$ cat config.mk
export PLATFORM = sky130hd
export DESIGN_NAME = cd_global_req_arb_8to4
export DESIGN_NICKNAME = d
export VERILOG_FILES = /design/src/rtl/cd_global_req_arb_8to4.sv
export SDC_FILE = /design/constraint.sdc
export NUM_CORES = 2
export LEC_CHECK = 0
export BUFFER_PORTS_ARGS = -buffer_cell sky130_fd_sc_hd__buf_2
export CORE_AREA = 2 2 324 326
export CTS_CLUSTER_DIAMETER = 40
export DETAILED_ROUTE_END_ITERATION = 8
export DIE_AREA = 0 0 326 328
export SYNTH_ARGS = -nofsm -noshare
export SYNTH_HDL_FRONTEND = slang
export SYNTH_SLANG_ARGS = --single-unit
$ cat constraint.sdc
create_clock -name clk -period 6.5 [get_ports clk]
set_clock_uncertainty 0.15 [all_clocks]
set_input_delay 0.325 -clock clk [delete_from_list [all_inputs] [get_ports clk]]
set_output_delay 0.325 -clock clk [all_outputs]
set_load 0.02 [all_outputs]
$ cat src/rtl/cd_global_req_arb_8to4.sv
// Global request crossbar stage: 8 inputs onto 4 LLC ports. Each LLC has its own
// round-robin arbiter and one registered output slot. Requests with no destination are dropped and counted.
module cd_global_req_arb_8to4 #(
   parameter int DATA_W = 64,
   parameter int CNT_W  = 16
) (
   input  logic                  clk,
   input  logic                  reset,
   input  logic [7:0]            in_vld,
   input  logic [8*DATA_W-1:0]   in_data,
   input  logic [7:0]            dst_o0,
   input  logic [7:0]            dst_o1,
   input  logic [7:0]            dst_o2,
   input  logic [7:0]            dst_o3,
   output logic [7:0]            in_pop,
   output logic [3:0]            out_vld,
   output logic [4*DATA_W-1:0]   out_data,
   input  logic [3:0]            out_rdy,
   output logic [CNT_W-1:0]      drop_cnt
);

   localparam logic [CNT_W+3:0] CntMax = {4'b0000, {CNT_W{1'b1}}};

   logic [3:0][7:0]        req;
   logic [7:0]             noMatch;
   logic [3:0]             dstVec;
   logic [3:0]             slotFree;
   logic [3:0]             grantVld;
   logic [3:0][2:0]        winner;
   logic [2:0]             idx;
   logic [7:0]             grantMask;
   logic [3:0]             dropNum;
   logic [CNT_W+3:0]       dropSum;
   logic [3:0][DATA_W-1:0] selData;

   logic [3:0][2:0]        rrPtr_q, rrPtr_d;
   logic [3:0]             outVld_q, outVld_d;
   logic [3:0][DATA_W-1:0] outData_q, outData_d;
   logic [CNT_W-1:0]       dropCnt_q, dropCnt_d;

   // Each input goes only to the lowest-numbered LLC flagged in its masks.
   always_comb begin
      req     = '0;
      noMatch = '0;
      dstVec  = '0;
      for (int i = 0; i < 8; i++) begin
         dstVec = {dst_o3[i], dst_o2[i], dst_o1[i], dst_o0[i]};
         noMatch[i] = in_vld[i] & ~(|dstVec);
         if (dstVec[0])      req[0][i] = in_vld[i];
         else if (dstVec[1]) req[1][i] = in_vld[i];
         else if (dstVec[2]) req[2][i] = in_vld[i];
         else if (dstVec[3]) req[3][i] = in_vld[i];
      end
   end

   always_comb begin
      grantVld  = '0;
      winner    = '0;
      idx       = '0;
      grantMask = '0;
      selData   = '0;
      slotFree  = ~outVld_q | out_rdy;
      for (int k = 0; k < 4; k++) begin
         if (slotFree[k]) begin
            for (int off = 0; off < 8; off++) begin
               idx = rrPtr_q[k] + 3'(off);
               if (!grantVld[k] && req[k][idx]) begin
                  grantVld[k] = 1'b1;
                  winner[k]   = idx;
               end
            end
         end
         if (grantVld[k]) grantMask[winner[k]] = 1'b1;
         selData[k] = in_data[winner[k]*DATA_W +: DATA_W];
      end
   end

   assign in_pop = reset ? 8'h00 : (grantMask | noMatch);

   always_comb begin
      rrPtr_d   = rrPtr_q;
      outVld_d  = outVld_q & ~out_rdy;
      outData_d = outData_q;
      for (int k = 0; k < 4; k++) begin
         if (grantVld[k]) begin
            outVld_d[k]  = 1'b1;
            outData_d[k] = selData[k];
            rrPtr_d[k]   = winner[k] + 3'd1;
         end
      end
   end

   // Several inputs may drop in the same cycle; the sum clamps rather than wraps.
   always_comb begin
      dropNum = '0;
      for (int i = 0; i < 8; i++) dropNum = dropNum + {3'b000, noMatch[i]};
      dropSum   = {4'b0000, dropCnt_q} + {{CNT_W{1'b0}}, dropNum};
      dropCnt_d = (dropSum > CntMax) ? {CNT_W{1'b1}} : dropSum[CNT_W-1:0];
   end

   always_ff @(posedge clk) begin
      if (reset) begin
         rrPtr_q   <= '0;
         outVld_q  <= '0;
         outData_q <= '0;
         dropCnt_q <= '0;
      end else begin
         rrPtr_q   <= rrPtr_d;
         outVld_q  <= outVld_d;
         outData_q <= outData_d;
         dropCnt_q <= dropCnt_d;
      end
   end

   assign out_vld  = outVld_q;
   assign out_data = outData_q;
   assign drop_cnt = dropCnt_q;

endmodule

* Word level (Yosys, flattened, before mapping)
Cells that the tools add are included.
** Operators by class
- $add $sub $neg :: 40
- Magnitude comparators :: 41
- Shift-type cells :: 4
- Multiplexer cells :: 262
- Bitwise logic cells :: 24
- Reductions and logical operators :: 68
** Operator list (count)
- 512-bit by 10-bit variable part select with 64-bit output :: 4
- 1-bit 2-to-1 mux :: 184
- 3-bit by 4-bit less-than comparator with 1-bit output (second input constant) :: 36
- 3-bit 2-to-1 mux :: 36
- 1-bit binary-select mux with 3-bit select :: 32
- 3-bit adder (second input constant) :: 16
- 8-bit 2-to-1 mux :: 5
- 1-bit logical AND :: 32
- 8-bit bitwise OR :: 4
- 4-bit OR reduction :: 8
- 1-bit zero test :: 28
- 3-bit by 1-bit adder with 3-bit output (second input constant) :: 8
- 3-bit by 2-bit adder with 3-bit output (second input constant) :: 8
- 16-bit by 4-bit adder with 17-bit output :: 1
- 17-bit by 16-bit > comparator with 1-bit output (second input constant) :: 1
- 4-bit by 1-bit adder with 4-bit output :: 4
- 16-bit 2-to-1 mux :: 1
- 1-bit demux with 3-bit select :: 4
- 3-bit by 1-bit greater-or-equal comparator with 1-bit output (second input constant) :: 4
- 1-bit AND :: 8
- 1-bit NOT :: 8
- 4-bit NOT :: 2
- 3-bit by 1-bit adder with 4-bit output :: 1
- 4-bit AND :: 1
- 3 further kinds :: 3
** Storage, ports and cells
- Flip-flop bits (word level) :: 288
- Bits of input ports :: 558
- Word-level logic and storage cells :: 449

* Longest topological paths before layout
- Word-level depth :: 46
- Gate-level depth with buffers :: 21
- Gate-level depth less buffers :: 19

* Worst setup path after synthesis
OpenSTA, ideal clock, no wires.
- Kind :: input-to-reg
- Start :: input port dst_o2[0]
- End :: register dropCnt_q[2], in the netlist drop_cnt[2]
- Arrival :: 5.126 ns
- Setup slack :: 1.154 ns
- Stages on the path :: 20
- Buffers on the path :: 3
- Cells stage by stage :: or4b_1 > clkbuf_1 > nand2b_1 > fa_1 > inv_1 > fa_1 > inv_1 > fa_1 > fa_1 > fa_1 > nor2b_1 > o21ai_0 > nand2b_1 > and3_1 > and2_1 > and4_1 > clkbuf_1 > nand3_1 > clkbuf_1 > a21oi_1
** On the way
- Word-level cells in the longest chain between the ends :: 13
** RTL lines
- start: declaration :: RTL line 13 : input logic [7:0] dst_o2,
- 4-bit OR reduction (*) :: RTL line 48 : noMatch[i] = in_vld[i] & ~(|dstVec);
- 1-bit NOT (*) :: RTL line 48
- 1-bit AND (*) :: RTL line 48
- 1-bit by 1-bit adder with 2-bit output (*) :: RTL line 96 : for (int i = 0; i < 8; i++) dropNum = dropNum + {3'b000, noMatch[i]};
- 2-bit by 1-bit adder with 3-bit output (*) :: RTL line 96
- 3-bit by 1-bit adder with 4-bit output (*) :: RTL line 96
- 4-bit by 1-bit adder with 4-bit output (*) (4 in a row) :: RTL line 96
- 16-bit by 4-bit adder with 17-bit output (*) :: RTL line 97 : dropSum = {4'b0000, dropCnt_q} + {{CNT_W{1'b0}}, dropNum};
- 17-bit by 16-bit > comparator with 1-bit output :: RTL line 98 : dropCnt_d = (dropSum > CntMax) ? {CNT_W{1'b1}} : dropSum[CNT_W-1:0];
- 16-bit 2-to-1 mux (*) :: RTL line 98
- end signal: assignment :: RTL line 111 : dropCnt_q <= dropCnt_d;
- end: declaration :: RTL line 39 : logic [CNT_W-1:0] dropCnt_q, dropCnt_d;
Mark *: on every way between the ends. The rest lies on a longest branch, timed or not.
A chain may end at the register's enable or synchronous reset.

* Final worst setup path
- Start :: register rrPtr_q[1] (netlist name)
- End :: register outData_q, in the netlist out_data[36]
** On the way
- Word-level cells in the longest chain between the ends :: 33
- Elaborated cells on any way between the ends :: 63
- Classes of those cells :: add/sub (7); shift (1); mux (41); reduce/logical (14)
** RTL lines
- start: declaration :: RTL line 36 : logic [3:0][2:0] rrPtr_q, rrPtr_d;
- start signal: assignment :: RTL line 108 : rrPtr_q <= rrPtr_d;
- branches (longest 33 deep; another with 3-bit by 1-bit adder with 3-bit output)
- end signal: assignment :: RTL line 110 : outData_q <= outData_d;
- end: declaration :: RTL line 38 : logic [3:0][DATA_W-1:0] outData_q, outData_d;
Several ways; the timed one is not identified. The select of a mux whose other input is x is not followed.

==> results_dict.tcl <==
set metrics [dict create \
    netlist_instances 3873 \
    setup_viol 0 \
    clk_path_buf_depth 3 \
    setup.worst_path.class "flip-flop to flip-flop" \
    grt_first_pass_wirelength_um 253000 \
    worst_hold_path.num_cells 4 \
    portBuffers 841 \
    hold_path_class "input pin to flip-flop" \
    crit_required_ns 6.95 \
    syn_area_per_cell_um2 8.07 \
    gp_congestion 0.945 \
    grt_max_degree 102 \
    cp.arrival_ns 6.63 \
    cts-htree-levels 3 \
    core_um2 103000 \
    hold_violations 0 \
    fin_tns_setup_ns 0 \
    synth-edff-count 0 \
    track_usage_pct 31.3 \
    cp_max_fo 42 \
    synth-seq-cells 288 \
    start_kind "flip-flop" \
    ys_seq_area_share_pct 18.4 \
    cts_sinks 288 \
    wirelength_um 177000 \
    ctsRootBufferMaster "clkbuf_16" \
    max_cap_viol_count 0 \
    yosysWarningCount 0 \
    rows 118 \
    num-nets-final 5396 \
    postSynth.asyncResetShare_pct 0 \
    period_needed_ns 6.18 \
    synth_cell_type_count 96 \
    grt_pass1_vias 37671 \
    dieArea_um2 107000 \
    max_freq_mhz 162 \
    post-route-period-util_pct 95.1 \
    postRouteAntennaNets 0 \
    drt-pass1-iter-count 6 \
    clk_latency_ns 0.64 \
    cts_tree "yes" \
    post_route_cells_drive_above_1_share_pct 28.8 \
    post_drt_via_cell_ratio 6.22 \
    areaGrowthSynthToFinish_pct 36.7 \
    grt.overflow.total 0 \
    rsz0062_at_grt "false" \
    drtIter0Drc 4697 \
    reg2regPathDepth 17 \
    vias 39258 \
    wl_per_cell_um 28.0 \
    dpl.hpwl_um 120000 \
    syn_area_um2 31300 \
    endpoint_kind "flip-flop" \
    worst_pin_slew_ns 1.10 \
    drcViolationCount 0 \
    slew_headroom_pct 26.0 \
    ys.flop_type "dfxtp_1" \
    die-width_um 326 \
    die_h_um 328 \
    status "finished clean" \
    cts.clk_slew.worst_paths_ns 0.05 \
    ioPinCount 842 \
    drv_slew 0 \
    numCtsBuffers 82 \
    syn_nets 4454 \
    start_util_pct 30.3 \
    antenna_found_initial 57 \
]
-- flip-flops by register name, indices dropped and copies added, names as in the netlist --
| signal | cells |
|---|---|
| rrPtr_q | 12 |
| out_data | 256 |
| drop_cnt | 16 |
| out_vld | 4 |
-- cells by family (layout without fill, tap and decap cells) --
| kind of cell | after synthesis | count (layout) | synth area share [%] |
|---|---|---|---|
| AO/OA/AOI/OAI | 969 | 969 | 22.4 |
| XOR/XNOR | 26 | 26 | 0.728 |
| buffers and inverters | 416 | 1425 | 6.15 |
| multiplexers | 842 | 842 | 31.1 |
| AND/OR/NAND/NOR | 1309 | 1309 | 20.2 |
| adder cells (fa/ha/maj) | 23 | 23 | 1.04 |
| other | 0 | 48 | 0 |
| flip-flops | 288 | 288 | 18.4 |
-- placed cells by master (no fill, tap or decap), types with 78 or more instances in the layout --
master	n
buf_2	840
mux2i_1	708
nand2_1	412
nor2_1	318
dfxtp_1	286
dlygate4sd3_1	264
nor3_1	246
a21oi_1	171
o22ai_1	167
mux4_2	100
nand3_1	94
buf_4	92
clkbuf_16	84
a211oi_1	79
o21ai_0	78
-- per-stage QoR --
| step | setup WS [ns] | cells | area, um^2 | hold slack (ns) | util, % |
|---|---|---|---|---|---|
| floorplan | 1.15 | 3873 | 31300 | 0.371 | - |
| global placement | 0.532 | 5847 | 37100 | 0.293 | 35.9 |
| detailed placement | 0.433 | 5847 | 37100 | 0.305 | 35.9 |
| CTS | 0.0151 | 6262 | 42600 | 0.0000119 | 41.3 |
| global route | 0.0178 | 6302 | 42700 | 0.0488 | 41.4 |
| finish | 0.316 | 6310 | 42800 | 0.0479 | 41.4 |
-- timing repair --
item,in CTS,in global routing
resized for setup,3,4
setup buffers,0,0
hold buffers,264,0
hold endpoints to repair,95,0
endpoints found under the setup margin,1,3
-- Yosys cell counts (78+ instances only) --
cell type | count | area share [%]
dfxtp_1 | 288 | 18
a211oi_1 | 79 | 1.9
a21oi_1 | 172 | 2.8
o22ai_1 | 167 | 3.3
nor2_1 | 322 | 3.9
nor3_1 | 248 | 4.0
buf_2 | 107 | 1.7
clkbuf_1 | 210 | 2.5
nand2_1 | 420 | 5.0
o21ai_0 | 78 | 1.2
mux4_2 | 100 | 7.2
nand3_1 | 97 | 1.6
mux2i_1 | 708 | 23
-- worst max-delay path, cell delays in order, from the launching register on --
cell and delay, ns:
dfxtp_2 0.52, clkinvlp_4 0.28, ha_1 0.53, inv_1 0.20, mux4_2 0.39, a2111o_1 0.50, nor2_2 0.34, nand4_1 0.14
and2_4 0.32, clkinv_2 0.15, buf_6 0.38, nand2_1 0.11, a21oi_1 0.16, dlygate4sd3_1 0.56, o21ai_1 0.07, dlygate4sd3_1 0.56
o211ai_1 0.10, dlygate4sd3_1 0.57
-- final timing paths --
path | startpoint | end | slack (ns)
worst max-delay path | rrPtr_q[1] | out_data[36] | 0.32
worst max register to register | rrPtr_q[1] | out_data[36] | 0.32
worst min-delay path | in_data[23] | out_data[23] | 0.05
worst min register to register | out_data[236] | out_data[236] | 0.31
-- final cells by class --
cell class / instances / area (um^2)
flip-flops and latches: 288 / 5770
inverters: 43 / 181
clock inverters: 37 / 507
clock buffers: 114 / 2380
repair buffers: 1231 / 8220
fillers: 10372 / 60400
diodes: 48 / 120
multi-input cells: 3169 / 23800
well taps: 1380 / 1730
-- routing by layer --
metal / global-route usage [%] / up-vias / wire [um]
li1: - / 16680 / -
met1: 37.5 / 18908 / 66000
met2: 48.9 / 2911 / 78400
met3: 9.90 / 729 / 20800
met4: 18.9 / 30 / 11400
met5: 0 / - / 184
Power is not shown: default switching activity piles up to over one toggle a cycle in this logic, so the estimate is an artifact.
